**src/rtl/counter_load.sv**
```systemverilog
// N-bit up-counter with synchronous load and synchronous active-high reset.
// Priority at each rising edge: reset, then load, then increment (mod 2^N).
module counter_load #(
    parameter int N = 4
) (
    input  logic         clk,
    input  logic         reset,
    input  logic         load,
    input  logic [N-1:0] load_value,
    output logic [N-1:0] count
);

    logic [N-1:0] count_q;
    logic [N-1:0] count_d;

    // Next-state: load wins over increment; the carry out of the add is dropped.
    always_comb begin
        count_d = count_q;
        if (load) begin
            count_d = load_value;
        end else begin
            count_d = count_q + N'(1'b1);
        end
    end

    // Counter register with synchronous reset taking priority over everything.
    always_ff @(posedge clk) begin
        if (reset) begin
            count_q <= '0;
        end else begin
            count_q <= count_d;
        end
    end

    assign count = count_q;

endmodule

```
**config.mk**
```make
export PLATFORM = sky130hd
export DESIGN_NAME = counter_load
export DESIGN_NICKNAME = d
export VERILOG_FILES = /design/src/rtl/counter_load.sv
export SDC_FILE = /design/constraint.sdc
export NUM_CORES = 1
export LEC_CHECK = 0
export ABC_CLOCK_PERIOD_IN_PS = 1000
export CORE_AREA = 2 2 39 41
export CTS_BUF_LIST = sky130_fd_sc_hd__clkbuf_2 sky130_fd_sc_hd__clkbuf_4 sky130_fd_sc_hd__clkbuf_8
export DETAILED_ROUTE_END_ITERATION = 8
export DIE_AREA = 0 0 41 43
export PLACE_DENSITY = 0.43
export SETUP_SLACK_MARGIN = 0.1
export SLEW_MARGIN = 20
export SYNTH_ARGS = -nofsm -noshare
export SYNTH_HDL_FRONTEND = slang
export SYNTH_SLANG_ARGS = --single-unit
```
**constraint.sdc**
```tcl
create_clock -name clk -period 1 [get_ports clk]
set_input_delay 0.2 -clock clk [delete_from_list [all_inputs] [get_ports clk]]
set_output_delay 0.2 -clock clk [all_outputs]
set_load 0.01 [all_outputs]
```
==> qor.csv <==
metric;value;unit
Netlist cell types;11;
post-route worst setup slack;6.75;ps
Sink Count;4;
RSZ-0062 raised after global routing;true;
TritonCTS clock tree;built;
worst-case reg-to-reg path depth;3;
Hold Crit Endpoint;count[3];
Hold Fails Final Rpt;0;
Global Route Usage Sum;8.51;%
Leak;0.183;nW
Gate Count Post-Synth;18;
Total Routed Length;568;microns
r2r setup slk;7;ps
H-tree levels;1;
WHS;522;ps
largest area contributor in the netlist;dfxtp_1;
placed cell count;50;
sequential share of the synthesized area;42.4;%
reg2reg start;count[3];
non-filler cells, final;54;
Final setup viols;0;
Max-Cap Viols;0;
first-pass GRT wire length;910;microns
CP Max Fanout;2;
EDFF count, synth;0;
WHS Path Cells;3;
Worst VDD drop;327;uV
Max-slew headroom;80.1;%
Worst Setup SP;count[3];
total power;0.545;mW
Post-Place Setup Slack;-242;ps
full die area;1760;sq um
routed len/inst;10.5;microns
antenna diode count;0;
Overflow after GRT;0;
critical path required time;1130;ps
TritonCTS Buffers;3;
WS Path Type;flop to flop;
Largest register FFs;4;
Max Fclk;1010;MHz
pin count of the biggest net entering global routing;5;
num ports;11;
initial antenna violation count;0;
die width;41;microns
via density per instance;4.06;
Slew @ Worst Pin;299;ps
Final Critical Period;993;ps
DRC;0;
layout cells sized above 1;63.2;%
prevailing post-synth register cell;dfxtp_1;
YS warnings;0;
crit share post-route;99.3;%
Row Count;14;
vias;219;
max-slew violations;0;
Worst-path clk slew;40;ps
FF+latch count, synth;4;
Setup crit end kind;flop;
Placer Congestion;0.607;
worst hold path type;primary input to flop;
share of the synthesized area in the top cell type;42.4;%
Clock Path Buffers;2;
syn avg cell area;10.5;sq um
Skew-Pair Late Insertion Delay;230;ps
core area;1380;sq um
min-delay src;load;
nets;48;
DR pass1 iterations;2;
Startpoint Class;flop;
fraction of registers with async set/reset;0;%
Clock Tree Root;clkbuf_4;
worst path arrival time;1120;ps
Syn Nets;26;
vias in the first global route;237;
Pwr per Cell Area;1210;nW/um^2
ranking of synthesized cells by area;dfxtp_1 42%, nor2b_1 13%, a2111oi_2 7.9%;
post-DP HPWL;400;microns
Routed Antenna Nets;0;
area delta synth->final;138;%
Die H;43;microns
mapped cell area;189;sq um
DRT iter0 DRCs;1;
Post-synth top cells;4 x dfxtp_1, 4 x nor2b_1, 2 x a211oi_1;
outcome;complete, no violations;
Worst R2R End;count[3];
Starting Density;13.7;%
PortBufs;10;
Clock Skew;0.621;ps
power by group:
| part | total [mW] | internal (mW) | switching [mW] |
|---|---|---|---|
| Clock | 0.197 | 0.134 | 0.0632 |
| Sequential | 0.187 | 0.176 | 0.0106 |
| Combinational | 0.161 | 0.101 | 0.0596 |
critical path, stage by stage, from the launching register on:
cell and delay (ps):
dfxtp_2 320, buf_4 130, nor2b_4 120, a2111oi_4 320
cell families (layout without fill, tap and decap cells):
logic type	count (synthesis)	count (layout)	synth area share [%]
adders and majority gates	1	1	6.62
DFF	4	4	42.4
AOI/OAI and AO/OA	4	4	20.5
xor gates and xnor gates	1	1	4.64
muxes	1	1	5.30
and+or+nand+nor	6	6	18.5
buffers and inverters	1	21	1.98
layer usage:
metal  vias to the layer above  track usage (%)  share of wire (%)
li1                        107                -                  -
met1                        97             8.28                 38
met2                        13             11.9                 49
met3                         2             4.71                 11
met4                         0             8.00                2.5
met5                         -                0                  0
cells in the final DEF (no fill, tap or decap), types with 2 or more instances in the layout:
cell / Yosys / layout
buf_2: 0 / 2
clkbuf_4: 0 / 3
clkdlybuf4s50_1: 0 / 5
dfxtp_2: 0 / 3
nor2b_1: 4 / 3
buf_6: 0 / 6
buf_4: 0 / 3
worst max path at each step:
| stage | to | depth (start not counted) |
|---|---|---|
| after floorplan | count[2] | 3 |
| after global placement | count[3] | 3 |
| after detailed placement | count[2] | 4 |
| after CTS | count[3] | 3 |
| after global routing | count[2] | 4 |
| final | count[3] | 3 |
through the flow:
stage,util (%),instance area (sq um),TNS [ps]
after detailed placement,25.9,359,-1100
after global routing,32.5,450,-77.6
after global placement,25.9,359,-1110
after floorplan,-,194,0
final,32.5,450,0
after CTS,29.8,413,0
final cells by class:
class                      count  area, sq um
clock buffer                   3         22.5
tap                           16         20.0
inverter                       1         3.75
multi-input combinational     13          161
fill                         152          933
sequential                     4         83.8
timing repair buffer          17          159
what timing repair did:
action	in CTS	in global routing
pin swaps	1	2
endpoints found under the setup margin	8	7
resized for setup	24	8
hold buffers	0	0
setup buffers	0	1
Note: power is estimated with default switching activity, not from simulation.
